**src/rtl/vga_scan_pipe_if.sv**
```systemverilog
// Bundle between the raster/pixel stage and the picture source plus VGA pins.
//   master (vga_scan_pipe): drives addresses, frame strobe and pin outputs,
//                           receives vga_data.
//   slave  (picture source / bench): drives vga_data, observes the rest.
interface vga_scan_pipe_if;
  logic [23:0] vga_data;    // {R,G,B} returned by the source
  logic [9:0]  h_addr;      // requested column, 0 outside active region
  logic [9:0]  v_addr;      // requested row, 0 outside active region
  logic        addr_valid;  // h_addr/v_addr inside active region
  logic        frame_end;   // one-clock tick on the last clock of a frame
  logic        hsync;       // active-low
  logic        vsync;       // active-low
  logic        valid;       // blank_n, aligned with vga_r/g/b
  logic [7:0]  vga_r;
  logic [7:0]  vga_g;
  logic [7:0]  vga_b;

  modport master (
    input  vga_data,
    output h_addr, v_addr, addr_valid, frame_end,
    output hsync, vsync, valid, vga_r, vga_g, vga_b
  );

  modport slave (
    output vga_data,
    input  h_addr, v_addr, addr_valid, frame_end,
    input  hsync, vsync, valid, vga_r, vga_g, vga_b
  );
endinterface

```
**src/rtl/vga_scan_pipe.sv**
```systemverilog
// Raster timing and pixel-output stage.
// Stage 0 holds the h/v counters; addresses, addr_valid and frame_end are
// decoded combinationally from it. Sync/active flags travel through an
// RD_LAT-deep delay line so they meet the source's colour return, then all
// pin outputs are registered once more (total lag RD_LAT+1 clocks).
// Ports:
//   clk_i   pixel clock, rising edge
//   rst_ni  asynchronous active-low reset
//   bus     vga_scan_pipe_if.master (source addresses/data, VGA pins)
// RD_LAT legal range is 0..3.
module vga_scan_pipe #(
  parameter int unsigned H_ACTIVE = 640,
  parameter int unsigned H_FP     = 16,
  parameter int unsigned H_SYNC   = 96,
  parameter int unsigned H_BP     = 48,
  parameter int unsigned V_ACTIVE = 480,
  parameter int unsigned V_FP     = 10,
  parameter int unsigned V_SYNC   = 2,
  parameter int unsigned V_BP     = 33,
  parameter int unsigned RD_LAT   = 1
) (
  input  logic            clk_i,
  input  logic            rst_ni,
  vga_scan_pipe_if.master bus
);

  localparam int unsigned H_TOTAL = H_ACTIVE + H_FP + H_SYNC + H_BP;
  localparam int unsigned V_TOTAL = V_ACTIVE + V_FP + V_SYNC + V_BP;

  localparam logic [9:0] H_LAST = 10'(H_TOTAL - 1);
  localparam logic [9:0] V_LAST = 10'(V_TOTAL - 1);
  localparam logic [9:0] H_ACT  = 10'(H_ACTIVE);
  localparam logic [9:0] V_ACT  = 10'(V_ACTIVE);
  localparam logic [9:0] HS_BEG = 10'(H_ACTIVE + H_FP);
  localparam logic [9:0] HS_END = 10'(H_ACTIVE + H_FP + H_SYNC);
  localparam logic [9:0] VS_BEG = 10'(V_ACTIVE + V_FP);
  localparam logic [9:0] VS_END = 10'(V_ACTIVE + V_FP + V_SYNC);

  // Flag bundle {hs_n, vs_n, active}; idle means syncs released, blanked.
  localparam logic [2:0] FLAGS_IDLE = 3'b110;

  logic [9:0] h_cnt_q, h_cnt_d;
  logic [9:0] v_cnt_q, v_cnt_d;
  logic       active0;
  logic       hs0_n;
  logic       vs0_n;
  logic [2:0] flags0;
  logic [2:0] flags_dly;

  logic        hsync_q, hsync_d;
  logic        vsync_q, vsync_d;
  logic        valid_q, valid_d;
  logic [23:0] rgb_q, rgb_d;

  // Stage 0 counters; v advances only on the h wrap edge.
  always_comb begin
    h_cnt_d = h_cnt_q + 10'd1;
    v_cnt_d = v_cnt_q;
    if (h_cnt_q == H_LAST) begin
      h_cnt_d = '0;
      v_cnt_d = (v_cnt_q == V_LAST) ? '0 : v_cnt_q + 10'd1;
    end
  end

  always_ff @(posedge clk_i or negedge rst_ni) begin
    if (!rst_ni) begin
      h_cnt_q <= '0;
      v_cnt_q <= '0;
    end else begin
      h_cnt_q <= h_cnt_d;
      v_cnt_q <= v_cnt_d;
    end
  end

  assign active0 = (h_cnt_q < H_ACT) && (v_cnt_q < V_ACT);
  assign hs0_n   = !((h_cnt_q >= HS_BEG) && (h_cnt_q < HS_END));
  assign vs0_n   = !((v_cnt_q >= VS_BEG) && (v_cnt_q < VS_END));
  assign flags0  = {hs0_n, vs0_n, active0};

  // Addresses are zeroed in blanking so the source never sees out-of-range
  // coordinates.
  assign bus.h_addr     = active0 ? h_cnt_q : '0;
  assign bus.v_addr     = active0 ? v_cnt_q : '0;
  assign bus.addr_valid = active0;
  // Undelayed on purpose: per-frame position updates land before (0,0)
  // is requested.
  assign bus.frame_end  = (h_cnt_q == H_LAST) && (v_cnt_q == V_LAST);

  generate
    if (RD_LAT == 0) begin : g_direct
      assign flags_dly = flags0;
    end else begin : g_delay
      logic [2:0] dly_q [RD_LAT];

      always_ff @(posedge clk_i or negedge rst_ni) begin
        if (!rst_ni) begin
          for (int i = 0; i < RD_LAT; i++) dly_q[i] <= FLAGS_IDLE;
        end else begin
          dly_q[0] <= flags0;
          for (int i = 1; i < RD_LAT; i++) dly_q[i] <= dly_q[i-1];
        end
      end

      assign flags_dly = dly_q[RD_LAT-1];
    end
  endgenerate

  // Colour is gated by the delayed active flag so blanking-time garbage
  // from the source never reaches the pins.
  always_comb begin
    hsync_d = flags_dly[2];
    vsync_d = flags_dly[1];
    valid_d = flags_dly[0];
    rgb_d   = flags_dly[0] ? bus.vga_data : '0;
  end

  always_ff @(posedge clk_i or negedge rst_ni) begin
    if (!rst_ni) begin
      hsync_q <= 1'b1;
      vsync_q <= 1'b1;
      valid_q <= 1'b0;
      rgb_q   <= '0;
    end else begin
      hsync_q <= hsync_d;
      vsync_q <= vsync_d;
      valid_q <= valid_d;
      rgb_q   <= rgb_d;
    end
  end

  assign bus.hsync = hsync_q;
  assign bus.vsync = vsync_q;
  assign bus.valid = valid_q;
  assign bus.vga_r = rgb_q[23:16];
  assign bus.vga_g = rgb_q[15:8];
  assign bus.vga_b = rgb_q[7:0];

endmodule

```
**src/flat_wrapper.sv**
```systemverilog
// flat-port wrapper written by rule: the top's interface ports become plain ports
module vga_scan_pipe_flat 
#(
  parameter int unsigned H_ACTIVE = 640,
  parameter int unsigned H_FP     = 16,
  parameter int unsigned H_SYNC   = 96,
  parameter int unsigned H_BP     = 48,
  parameter int unsigned V_ACTIVE = 480,
  parameter int unsigned V_FP     = 10,
  parameter int unsigned V_SYNC   = 2,
  parameter int unsigned V_BP     = 33,
  parameter int unsigned RD_LAT   = 1
)
  (clk_i, rst_ni, bus_vga_data, bus_h_addr, bus_v_addr, bus_addr_valid, bus_frame_end, bus_hsync, bus_vsync, bus_valid, bus_vga_r, bus_vga_g, bus_vga_b);
  vga_scan_pipe_if bus_i ();
  input  logic clk_i;
  input  logic rst_ni;
  input wire logic [$bits(bus_i.vga_data)-1:0] bus_vga_data;
  output wire logic [$bits(bus_i.h_addr)-1:0] bus_h_addr;
  output wire logic [$bits(bus_i.v_addr)-1:0] bus_v_addr;
  output wire logic [$bits(bus_i.addr_valid)-1:0] bus_addr_valid;
  output wire logic [$bits(bus_i.frame_end)-1:0] bus_frame_end;
  output wire logic [$bits(bus_i.hsync)-1:0] bus_hsync;
  output wire logic [$bits(bus_i.vsync)-1:0] bus_vsync;
  output wire logic [$bits(bus_i.valid)-1:0] bus_valid;
  output wire logic [$bits(bus_i.vga_r)-1:0] bus_vga_r;
  output wire logic [$bits(bus_i.vga_g)-1:0] bus_vga_g;
  output wire logic [$bits(bus_i.vga_b)-1:0] bus_vga_b;
  assign bus_i.vga_data = bus_vga_data;
  assign bus_h_addr = bus_i.h_addr;
  assign bus_v_addr = bus_i.v_addr;
  assign bus_addr_valid = bus_i.addr_valid;
  assign bus_frame_end = bus_i.frame_end;
  assign bus_hsync = bus_i.hsync;
  assign bus_vsync = bus_i.vsync;
  assign bus_valid = bus_i.valid;
  assign bus_vga_r = bus_i.vga_r;
  assign bus_vga_g = bus_i.vga_g;
  assign bus_vga_b = bus_i.vga_b;
  vga_scan_pipe #(.H_ACTIVE(H_ACTIVE), .H_FP(H_FP), .H_SYNC(H_SYNC), .H_BP(H_BP), .V_ACTIVE(V_ACTIVE), .V_FP(V_FP), .V_SYNC(V_SYNC), .V_BP(V_BP), .RD_LAT(RD_LAT)) u_core (.clk_i(clk_i), .rst_ni(rst_ni), .bus(bus_i));
endmodule
```
**config.mk**
```make
export PLATFORM = sky130hd
export DESIGN_NAME = vga_scan_pipe_flat
export DESIGN_NICKNAME = d
export VERILOG_FILES = /design/src/rtl/vga_scan_pipe_if.sv /design/src/rtl/vga_scan_pipe.sv /design/src/flat_wrapper.sv
export SDC_FILE = /design/constraint.sdc
export NUM_CORES = 1
export LEC_CHECK = 0
export ABC_AREA = 1
export ABC_CLOCK_PERIOD_IN_PS = 2029
export BUFFER_PORTS_ARGS = -buffer_cell sky130_fd_sc_hd__buf_4
export CAP_MARGIN = 25
export CORE_AREA = 2 2 89 91
export DETAILED_ROUTE_END_ITERATION = 7
export DIE_AREA = 0 0 91 93
export PLACE_DENSITY = 0.61
export SYNTH_ARGS = -nofsm -noshare
export SYNTH_HDL_FRONTEND = slang
export SYNTH_SLANG_ARGS = --single-unit
```
**constraint.sdc**
```tcl
create_clock -name clk_i -period 2.03 [get_ports clk_i]
set_input_delay 0.1015 -clock clk_i [delete_from_list [all_inputs] [get_ports clk_i]]
set_output_delay 0.1015 -clock clk_i [all_outputs]
set_load 0.03 [all_outputs]
```
After elaboration in Yosys (flattened, before gate mapping)
Cells that the tools add are included.

Input port bits: 26. Memories: 0. Bits in writable memories: 0. Output and inout port bits: 49. Logic and storage cells: 28. Latch bits: 0. ROM bits: 0. Register bits: 50.

Order comparisons: 6. Multipliers: 0. Shift-type cells: 0. Div/mod/pow operators: 0. Bitwise logic cells: 0. Add/subtract/negate cells: 2. Muxes and demuxes: 5. Eq/ne operators: 2. Reduce and logical (&&, ||, !) cells: 6.

Operator list (count): 10-bit 2-to-1 mux (4); 24-bit 2-to-1 mux (1); 10-bit by 1-bit adder with 10-bit output (second input constant) (2); 10-bit equality test (second input constant) (2); 10-bit less-than comparator (second input constant) (2); 10-bit by 9-bit less-than comparator with 1-bit output (second input constant) (2); 10-bit greater-or-equal comparator (second input constant) (1); 10-bit by 9-bit greater-or-equal comparator with 1-bit output (second input constant) (1); 1-bit logical AND (4); 1-bit logical NOT (2).

Depth between registers and ports, before layout
Gate-level depths: netlist (run 1).

Depth after elaboration: 3. Gate-level depth with buffers: 8. Gate-level depth less buffers: 8.

Worst setup path after synthesis (run 1)
OpenSTA, ideal clock, no wires.

Kind: register to output. Start: register u_core.h_cnt_q[8]. End: output bus_h_addr[0]. Data required time: 1.929 ns. Arrival: 1.499 ns. Stages on the path, launching flop included: 8. Setup slack: 0.430 ns. Buffers on the path: 1. Cells stage by stage: dfrtp_1 > inv_2 > nand3_1 > nand3_2 > nor2_4 > inv_2 > buf_6 > nor2_1.

Longest elaborated chain between the ends: 3.

Ends and longest elaborated chain: start, declared (RTL line vga_scan_pipe.sv:42) `logic [9:0] h_cnt_q, h_cnt_d;`; start signal, assigned (RTL line vga_scan_pipe.sv:70) `h_cnt_q <= h_cnt_d;`; 10-bit less-than comparator (RTL line vga_scan_pipe.sv:75) `assign active0 = (h_cnt_q < H_ACT) && (v_cnt_q < V_ACT);`; 1-bit logical AND (RTL line vga_scan_pipe.sv:75); named net bus_addr_valid (RTL line flat_wrapper.sv:21) `output wire logic [$bits(bus_i.addr_valid)-1:0] bus_addr_valid;`; 10-bit 2-to-1 mux (RTL line vga_scan_pipe.sv:82) `assign bus.h_addr = active0 ? h_cnt_q : '0;`; end, declared (RTL line flat_wrapper.sv:19) `output wire logic [$bits(bus_i.h_addr)-1:0] bus_h_addr;`.

The timed path passes the listed nets, and every way through them passes these cells.

Worst setup path in the final report (run 1)
Start: register u_core.h_cnt_q[1]. End: output bus_frame_end.

Longest elaborated chain between the ends: 2.

Ends and longest elaborated chain: 10-bit equality test (RTL line vga_scan_pipe.sv:87) `assign bus.frame_end = (h_cnt_q == H_LAST) && (v_cnt_q == V_LAST);`; 1-bit logical AND (RTL line vga_scan_pipe.sv:87); end, declared (RTL line flat_wrapper.sv:22) `output wire logic [$bits(bus_i.frame_end)-1:0] bus_frame_end;`.

Every way passes these cells.

==> flow_summary.json, run 1 <==
{
  "share_of_synthesized_area_occupied_by_flip_flops_and_latches": 0.555,
  "worst_endpoint_required_time_ps": 1930,
  "crit_path_top_delay_cell": "sky130_fd_sc_hd__dfrtp_1",
  "clock.fmax_mhz": 531,
  "max-vdd-ir-drop_v": 0.000269,
  "vias": 1983,
  "final_common_cell": "sky130_fd_sc_hd__buf_4",
  "power_density_nw_per_um2": 557,
  "yosys_warnings": 0,
  "ctsLongestPathBuffers": 2,
  "clock_tree_from_tritoncts": "built",
  "critPathKind": "reg -> out",
  "final_layout_size_suffix_gt1_frac": 0.276,
  "setup-violations-final": 0,
  "dpl.cell_count": 430,
  "ant_nets": 0,
  "detailroute.wirelength.met3_um": 366,
  "area_delta_synth_final_pct": 43.3,
  "totalWireLength_mm": 5.25,
  "critPathLaunchType": "flop",
  "synth_nets": 290,
  "fp.dieArea_um2": 8460,
  "syn-cell-area_um2": 2260,
  "yosys-top-cells-area": "sky130_fd_sc_hd__dfrtp_1 (51%), sky130_fd_sc_hd__inv_1 (8.8%), sky130_fd_sc_hd__nand2_1 (8.1%), sky130_fd_sc_hd__nor2_1 (6.1%), sky130_fd_sc_hd__dfstp_2 (4.6%)",
  "whs_ps": 355,
  "cap_viol_max_count": 0,
  "grt_pass1_vias": 1969,
  "endpoint_kind": "output port",
  "post_synth.cell_area_avg_um2": 8.70,
  "clock_sink_count": 50,
  "share_of_the_core_filled_with_cells_in_the_final_layout": 0.431,
  "placed_area_um2": 2890,
  "route.detailed.vias_per_inst": 4.27,
  "grt_pass1_wl_mm": 8.89,
  "antenna_violations_before_repair": 0,
  "leakagePower_nw": 1.76,
  "dp_hpwl_mm": 3.56,
  "grt_max_degree": 51,
  "pin_count": 75,
  "cpPeakStageDelay_ps": 380,
  "worstHoldPathType": "in -> async",
  "detail_route.drc_violations": 0,
  "tightest_slew_ps": 749,
  "synth_cell_type_count": 26,
  "die_h_um": 93,
  "starting_utilization_of_the_core_area": 0.301,
  "final-hold-violation-count": 0,
  "global_route.usage.total": 0.129,
  "wl_met2_mm": 2.54,
  "top_signal_layer_used": "met4",
  "htreeDepth": 2,
  "met1_length_mm": 2.25,
  "timing.max_slew.rel_slack": 0.501,
  "floorplan.die.width_um": 91,
  "grt_overflow_total": 0,
  "clk_pin_slew_worst_paths_ps": 90,
  "core_um2": 7530,
  "rows": 32,
  "wl_per_cell_um": 11.3,
  "cts-root-buf": "sky130_fd_sc_hd__clkbuf_8",
  "fin_skew_ps": 3.84,
  "numCtsBuffers": 5,
  "dr.pass1.iters": 4,
  "number_of_antenna_cells_inserted": 0,
  "final_cells": 464,
  "rsz_0062_raised_after_global_routing": "false",
  "fin_crit_ps": 1880,
  "placement.io_buffers": 73,
  "cp_top_family": "simple AND/OR/NAND/NOR gates",
  "ys_seq_elements": 50,
  "clk-insertion-delay-late_ps": 300,
  "routabilityCongestion": 0.839,
  "stdcell_area_um2": 3240,
  "nets": 391,
  "detailedRoute.firstIterationViolations": 39,
  "postSynthCellCount": 260,
  "critical_path.cell_chain": "ha_1 -> nand2_2 -> nor2_4 -> inv_2 -> nor2_8 -> inv_1 -> nor2_2 -> buf_4",
  "timing.critical_path.fanout_max": 12,
  "yosys.area.top_type": "sky130_fd_sc_hd__dfrtp_1",
  "critPathBufInv": 3,
  "report.final.slew_viol_count": 0,
  "mostFrequentLayoutCells": "sky130_fd_sc_hd__buf_4 (75), sky130_fd_sc_hd__inv_1 (53), sky130_fd_sc_hd__nand2_1 (49)",
  "yosys.area.top_type_share": 0.509,
  "data_arrival_time_of_the_worst_path_ps": 1780,
  "timing.final.crit_share": 0.928,
  "finalSetupTns_ps": 0,
  "outcome": "completed"
}
==> layer usage <==
| metal | vias to the layer above | track usage |
|---|---|---|
| li1 | 982 | - |
| met1 | 911 | 0.155 |
| met2 | 80 | 0.226 |
| met3 | 10 | 0.0363 |
| met4 | 0 | 0.0417 |
| met5 | - | 0 |
==> cells in the mapped netlist <==
| cell type | instances |
|---|---|
| sky130_fd_sc_hd__a211o_1 | 1 |
| sky130_fd_sc_hd__a21oi_1 | 4 |
| sky130_fd_sc_hd__buf_4 | 1 |
| sky130_fd_sc_hd__buf_6 | 2 |
| sky130_fd_sc_hd__buf_8 | 1 |
| sky130_fd_sc_hd__clkbuf_1 | 2 |
| sky130_fd_sc_hd__conb_1 | 1 |
| sky130_fd_sc_hd__dfrtp_1 | 46 |
| sky130_fd_sc_hd__dfstp_2 | 4 |
| sky130_fd_sc_hd__ha_1 | 4 |
| sky130_fd_sc_hd__inv_1 | 53 |
| sky130_fd_sc_hd__inv_2 | 3 |
| sky130_fd_sc_hd__nand2_1 | 49 |
| sky130_fd_sc_hd__nand2_2 | 2 |
| sky130_fd_sc_hd__nand3_1 | 13 |
| sky130_fd_sc_hd__nand3_2 | 2 |
| sky130_fd_sc_hd__nand4_1 | 8 |
| sky130_fd_sc_hd__nor2_1 | 37 |
| sky130_fd_sc_hd__nor2_2 | 1 |
| sky130_fd_sc_hd__nor2_4 | 2 |
| sky130_fd_sc_hd__nor2_8 | 1 |
| sky130_fd_sc_hd__nor3_1 | 6 |
| sky130_fd_sc_hd__o21ai_0 | 5 |
| sky130_fd_sc_hd__o21ai_1 | 5 |
| sky130_fd_sc_hd__o21ai_2 | 2 |
| sky130_fd_sc_hd__xor2_1 | 5 |
==> registers in the layout, summed over array words and instances (netlist names) <==
signal and flops:
u_core.rgb_q 24, u_core.v_cnt_q 10, u_core.bus.vsync 1, u_core.bus.valid 1
u_core.h_cnt_q 10, u_core.flags_dly 3, u_core.bus.hsync 1
==> through the flow <==
step	setup slack [ps]	power [mW]
floorplan	430	1.12
global placement	406	1.21
detailed placement	350	1.22
CTS	50.2	1.85
global route	17.8	1.90
finish	145	1.81
==> area by class of cell <==
| type | count | area [um^2] |
|---|---|---|
| clock buffers | 6 | 72.6 |
| clock inverters | 2 | 15.0 |
| inverters | 56 | 210 |
| repair buffers | 100 | 813 |
| well taps | 102 | 128 |
| multi-input cells | 148 | 746 |
| fillers | 749 | 4290 |
| flip-flops and latches | 50 | 1260 |
==> worst paths after layout <==
path	slack (ps)	endpoint	startpoint	depth (start not counted)
min in group clk_i	360	u_core.bus.hsync$_DFF_PN1_	u_core.flags_dly[2]$_DFF_PN1_	0
hold reg to reg	360	u_core.bus.hsync$_DFF_PN1_	u_core.flags_dly[2]$_DFF_PN1_	0
max in group asynchronous	1240	u_core.h_cnt_q[8]$_DFF_PN0_	rst_ni	2
setup / recovery	150	bus_frame_end	u_core.h_cnt_q[1]$_DFF_PN0_	8
setup reg to reg	470	u_core.v_cnt_q[4]$_DFFE_PN0N_	u_core.v_cnt_q[0]$_DFFE_PN0N_	7
hold / removal	360	u_core.rgb_q[4]$_DFF_PN0_	rst_ni	2
==> cell families after synthesis <==
logic type / count (synthesis) / share of synthesized area
simple gates: 121 / 0.243
buf+inv: 62 / 0.116
flops: 50 / 0.555
compound gates: 17 / 0.0426
xor+xnor: 5 / 0.0194
fa+ha+maj: 4 / 0.0221
other cells: 1 / 0.00166
==> power breakdown <==
group | switching [mW] | internal (mW) | total (mW) | leakage (nW)
logic | 0.107 | 0.100 | 0.207 | 1.12
registers | 0.00670 | 1.02 | 1.03 | 0.604
clock network | 0.329 | 0.243 | 0.572 | 0.0374
total | 0.443 | 1.36 | 1.81 | 1.76
==> repair_timing <==
item / in CTS / in global routing
pin swaps: 0 / 1
resized for setup: 0 / 1
hold buffers: 25 / 0
cloned: 0 / 0
endpoints found under the hold margin: 70 / 0
setup buffers: 1 / 0
setup endpoints to repair: 1 / 1
Power figures use the tool's default switching activity.
==> inputs of run 2 (changes only) <==
--- a/config.mk
+++ b/config.mk
@@ -9,5 +9,5 @@
 export ABC_CLOCK_PERIOD_IN_PS = 2029
 export BUFFER_PORTS_ARGS = -buffer_cell sky130_fd_sc_hd__buf_4
-export CAP_MARGIN = 25
+export CAP_MARGIN = 20
 export CORE_AREA = 2 2 89 91
 export DETAILED_ROUTE_END_ITERATION = 7
==> constraint.sdc (replaced) <==
create_clock -name clk_i -period 2.03 [get_ports clk_i]
set_input_delay 0.3045 -clock clk_i [delete_from_list [all_inputs] [get_ports clk_i]]
set_output_delay 0.3045 -clock clk_i [all_outputs]
set_load 0.03 [all_outputs]
==> run 2 against run 1 <==
Final cell count decreased by 5.4%. Non-clock buffer count decreased by 25. Fmax decreased by 2.2%. Critical path depth unchanged. Register-to-register slack about the same. Sequential share of layout area increased by 2.7 points. Sequential power about the same. Routed wire length decreased by 9.7%.
==> flow_summary.json, run 2 (synthesis results as in run 1) <==
{
  "met1_length_mm": 2.12,
  "core_um2": 7530,
  "vias": 1820,
  "grt_pass1_wl_mm": 7.97,
  "ant_nets": 0,
  "max-vdd-ir-drop_v": 0.000302,
  "floorplan.die.width_um": 91,
  "dr.pass1.iters": 4,
  "routabilityCongestion": 0.824,
  "htreeDepth": 2,
  "detail_route.drc_violations": 0,
  "final_layout_size_suffix_gt1_frac": 0.303,
  "timing.max_slew.rel_slack": 0.500,
  "fp.dieArea_um2": 8460,
  "ctsLongestPathBuffers": 2,
  "fillerInstances": 787,
  "setup-violations-final": 0,
  "critPathKind": "reg -> out",
  "mostFrequentLayoutCells": "sky130_fd_sc_hd__buf_4 (74), sky130_fd_sc_hd__inv_1 (52), sky130_fd_sc_hd__nand2_1 (49)",
  "fin_skew_ps": 4.75,
  "final_common_cell": "sky130_fd_sc_hd__buf_4",
  "worst_slack_ps": 102,
  "detailedRoute.firstIterationViolations": 75,
  "grt_pass1_vias": 1784,
  "tightest_slew_ps": 750,
  "totalWireLength_mm": 4.74,
  "clock_sink_count": 50,
  "clock.fmax_mhz": 519,
  "r2r.worst_path.cells": 8,
  "global_route.usage.total": 0.116,
  "regMostFlops": "u_core.rgb_q",
  "clk_pin_slew_worst_paths_ps": 90,
  "report.final.slew_viol_count": 0,
  "placement.io_buffers": 73,
  "die_h_um": 93,
  "final-hold-violation-count": 0,
  "numCtsBuffers": 5,
  "cts-root-buf": "sky130_fd_sc_hd__clkbuf_8",
  "cap_viol_max_count": 0,
  "ff2ff_setup_slack_ps": 480,
  "detailroute.wirelength.met3_um": 303,
  "finalPower_mw": 1.90,
  "timing.critical_path.fanout_max": 5,
  "rows": 32,
  "rr_startpoint": "u_core.h_cnt_q[1]$_DFF_PN0_",
  "number_of_antenna_cells_inserted": 0,
  "critPathLaunchType": "flop",
  "power_density_nw_per_um2": 628,
  "worstHoldPathType": "in -> async",
  "route.detailed.vias_per_inst": 4.15,
  "clock_tree_from_tritoncts": "built",
  "worst_endpoint_required_time_ps": 1730,
  "leakagePower_nw": 1.68,
  "clk-insertion-delay-late_ps": 290,
  "antenna_violations_before_repair": 0,
  "starting_utilization_of_the_core_area": 0.301,
  "fin_crit_ps": 1930,
  "grt_overflow_total": 0,
  "whs_ps": 14.9,
  "finalSetupTns_ps": 0,
  "endpoint_kind": "output port",
  "area_delta_synth_final_pct": 33.8,
  "top_signal_layer_used": "met4",
  "wl_met2_mm": 2.29,
  "rsz_0062_raised_after_global_routing": "true",
  "wl_per_cell_um": 10.8,
  "worst_r2r_endpoint": "u_core.v_cnt_q[6]$_DFFE_PN0N_",
  "timing.final.crit_share": 0.950,
  "grt_max_degree": 51,
  "dp_hpwl_mm": 3.47,
  "outcome": "completed",
  "data_arrival_time_of_the_worst_path_ps": 1620,
  "largest_reg_flops": 24,
  "largestRegisters": "u_core.rgb_q x24, u_core.h_cnt_q x10, u_core.v_cnt_q x10",
  "nets": 366,
  "pin_count": 75,
  "placement.setup.worst_slack_ps": 296
}
run 2: through the flow:
step / area [um^2] / utilization / instances
finish: 3030 / 0.402 / 439
detailed placement: 2890 / 0.384 / 430
global placement: 2890 / 0.384 / 430
global route: 3030 / 0.402 / 439
CTS: 3020 / 0.401 / 439
floorplan: 2260 / - / 260
run 2: worst max-delay path by stage:
stage                           startpoint       endpoint  slack [ps]  cells after the start
6_report       u_core.h_cnt_q[1]$_DFF_PN0_  bus_frame_end         100                      8
5_1_grt        u_core.h_cnt_q[1]$_DFF_PN0_  bus_frame_end         -20                      8
4_1_cts        u_core.h_cnt_q[1]$_DFF_PN0_  bus_frame_end          20                      8
3_5_place_dp   u_core.h_cnt_q[0]$_DFF_PN0_  bus_frame_end         300                      8
3_3_place_gp   u_core.h_cnt_q[0]$_DFF_PN0_  bus_frame_end         330                      8
2_1_floorplan  u_core.h_cnt_q[8]$_DFF_PN0_  bus_h_addr[0]         230                      7
run 2: report_power, final:
part | total (mW) | switching, mW | internal [mW]
Combinational | 0.167 | 0.0981 | 0.0689
Sequential | 1.03 | 0.00642 | 1.02
Clock | 0.710 | 0.308 | 0.402
run 2: area by class of cell:
class,instances,area [um^2],area share
Clock buffer,7,86.3,0.0285
Clock inverter,1,30.0,0.00992
Inverter,56,213,0.0702
Multi-Input combinational cell,148,748,0.247
Sequential cell,50,1260,0.415
Tap cell,102,128,0.0421
Timing Repair Buffer,75,567,0.187
run 2: worst max-delay path, stage by stage (launching register included):
cell,delay (ps)
sky130_fd_sc_hd__dfrtp_1,380
sky130_fd_sc_hd__ha_2,200
sky130_fd_sc_hd__nand2_2,70
sky130_fd_sc_hd__nor2_4,120
sky130_fd_sc_hd__inv_2,80
sky130_fd_sc_hd__nor2_8,100
sky130_fd_sc_hd__inv_1,100
sky130_fd_sc_hd__nor2_2,150
sky130_fd_sc_hd__buf_6,140
run 2: routing by layer:
metal / vias to the layer above / global-route usage
li1: 929 / -
met1: 827 / 0.143
met4: 0 / 0.0341
met5: - / 0
met3: 2 / 0.0322
met2: 62 / 0.199
run 2: what timing repair did:
| action | in CTS | in global routing |
|---|---|---|
| resized for setup | 0 | 6 |
| pin swaps | 0 | 0 |
| setup buffers | 1 | 0 |
| setup endpoints to repair | 1 | 20 |
| hold buffers | 0 | 0 |
==> inputs of run 3 (changes only) <==
ABC_CLOCK_PERIOD_IN_PS = 2300   (was 2029)
CORE_AREA = 2 2 74 76   (was 2 2 89 91)
DIE_AREA = 0 0 76 78   (was 0 0 91 93)
PLACE_DENSITY = 0.8   (was 0.61)
clock period = 2.3 ns   (was 2.03 ns; I/O delays follow)
==> run 3 against run 2 <==
Core utilization up 18 points. Clock-buffer cell count down 1. Final cell count down 7.5%. Register-to-register slack better by 180 ps. Critical path depth unchanged. Total power down 17%. Combinational power down 11%. Largest power group unchanged.
==> flow_summary.json, run 3 (synthesis results as in run 1) <==
{
  "outcome": "completed",
  "detailedRoute.firstIterationViolations": 153,
  "vias": 1883,
  "timing.critical_path.fanout_max": 5,
  "critPathLaunchType": "flop",
  "timing.critical_path.from": "u_core.h_cnt_q[0]$_DFF_PN0_",
  "cap_viol_max_count": 0,
  "largestRegisters": "u_core.rgb_q x24, u_core.h_cnt_q x10, u_core.v_cnt_q x10",
  "largest_reg_flops": 24,
  "endpoint_kind": "output port",
  "cts_hold_buf": 0,
  "worstHoldPathType": "in -> async",
  "grt_pass1_wl_mm": 8.42,
  "rows": 26,
  "totalWireLength_mm": 4.77,
  "wl_per_cell_um": 11.7,
  "fp.dieArea_um2": 5930,
  "clock_tree_from_tritoncts": "built",
  "die_h_um": 78,
  "data_arrival_time_of_the_worst_path_ps": 1740,
  "clk-insertion-delay-late_ps": 310,
  "power_density_nw_per_um2": 537,
  "fillerInstances": 453,
  "clock_sink_count": 50,
  "fin_skew_ps": 7.11,
  "cpPeakStageDelay_ps": 410,
  "worst_endpoint_required_time_ps": 1960,
  "ctsLongestPathBuffers": 2,
  "placement.setup.worst_slack_ps": 568,
  "pin_count": 75,
  "regArea_um2": 1260,
  "final_common_cell": "sky130_fd_sc_hd__buf_4",
  "area_of_combinational_cells_with_multiple_inputs_um2": 743,
  "cts-root-buf": "sky130_fd_sc_hd__clkbuf_8",
  "grt_overflow_total": 0,
  "detail_route.drc_violations": 0,
  "placement.io_buffers": 73,
  "ff2ff_setup_slack_ps": 660,
  "nets": 365,
  "share_of_the_core_filled_with_cells_in_the_final_layout": 0.585,
  "crit_path_top_delay_cell": "sky130_fd_sc_hd__dfrtp_1",
  "mostFrequentLayoutCells": "sky130_fd_sc_hd__buf_4 (74), sky130_fd_sc_hd__inv_1 (53), sky130_fd_sc_hd__nand2_1 (49)",
  "fin_crit_ps": 2080,
  "numCtsBuffers": 5,
  "endpoint": "bus_frame_end",
  "grt_pass1_vias": 1894,
  "global_route.usage.total": 0.176,
  "leakagePower_nw": 1.66,
  "dp_hpwl_mm": 3.53,
  "r2r.worst_path.cells": 8,
  "worst_r2r_endpoint": "u_core.v_cnt_q[6]$_DFFE_PN0N_",
  "route.detailed.vias_per_inst": 4.64,
  "timing.final.crit_share": 0.905,
  "finalSetupTns_ps": 0,
  "antenna_violations_before_repair": 0,
  "setup-violations-final": 0,
  "grt_max_degree": 51,
  "htreeDepth": 2,
  "critPathKind": "reg -> out",
  "cts.repair.resized": 0,
  "ant_nets": 0,
  "starting_utilization_of_the_core_area": 0.449,
  "regMostFlops": "u_core.rgb_q",
  "critical_path.cell_chain": "ha_1 -> nand2_2 -> nor2_4 -> inv_2 -> nor2_8 -> inv_1 -> nor2_1 -> buf_4",
  "max-vdd-ir-drop_v": 0.000410,
  "final_layout_size_suffix_gt1_frac": 0.295,
  "core_um2": 5040,
  "final-hold-violation-count": 0,
  "tightest_slew_ps": 749,
  "timing.max_slew.rel_slack": 0.501,
  "rsz_0062_raised_after_global_routing": "false",
  "number_of_antenna_cells_inserted": 0,
  "worst_slack_ps": 219,
  "routabilityCongestion": 0.887,
  "report.final.slew_viol_count": 0,
  "dr.pass1.iters": 4,
  "clk_pin_slew_worst_paths_ps": 90,
  "postCtsSetupBuffers": 0,
  "area_delta_synth_final_pct": 30.3,
  "rr_startpoint": "u_core.h_cnt_q[0]$_DFF_PN0_",
  "clock.fmax_mhz": 481,
  "floorplan.die.width_um": 76
}
[run 3: worst min-delay path by stage]
stage	cells after the start	slack, ps	from	end
floorplan	0	50	rst_ni	u_core.bus.valid$_DFF_PN0_
global placement	0	350	u_core.flags_dly[2]$_DFF_PN1_	u_core.bus.hsync$_DFF_PN1_
detailed placement	0	350	u_core.flags_dly[1]$_DFF_PN1_	u_core.bus.vsync$_DFF_PN1_
CTS	1	70	rst_ni	u_core.rgb_q[17]$_DFF_PN0_
global route	1	90	rst_ni	u_core.rgb_q[16]$_DFF_PN0_
finish	1	50	rst_ni	u_core.rgb_q[16]$_DFF_PN0_
[run 3: through the flow]
| stage | total power [mW] | area, um^2 | cells | hold WS, ps |
|---|---|---|---|---|
| after floorplan | 0.987 | 2260 | 260 | 49.4 |
| after global placement | 1.07 | 2850 | 398 | 346 |
| after detailed placement | 1.07 | 2850 | 398 | 348 |
| after CTS | 1.60 | 2950 | 406 | 69.6 |
| after global routing | 1.65 | 2950 | 406 | 88.1 |
| final | 1.58 | 2950 | 406 | 53.6 |
[run 3: report_power, final]
part | switching (mW) | internal, mW | total, mW
registers | 0.00554 | 0.900 | 0.905
clock network | 0.287 | 0.242 | 0.529
logic | 0.0872 | 0.0608 | 0.148
total | 0.380 | 1.20 | 1.58
[run 3: area by class of cell]
type / instances / area share
inverters: 56 / 0.0713
multi-input cells: 148 / 0.252
well taps: 70 / 0.0297
repair buffers: 74 / 0.188
clock buffers: 6 / 0.0280
clock inverters: 2 / 0.00424
flip-flops and latches: 50 / 0.426
[run 3: layer usage]
layer	vias to the layer above	track usage	wire length (um)
li1	934	-	-
met1	871	0.193	1810
met2	68	0.328	2600
met3	10	0.0384	252
met4	0	0.0782	108
met5	-	0	0
[run 3: critical path: cells and delay by family, from the launching register on]
family	cells	cell delay, ps
and+or+nand+nor	4	450
adders and majority gates	1	220
buffers and inverters	3	340
DFF	1	410
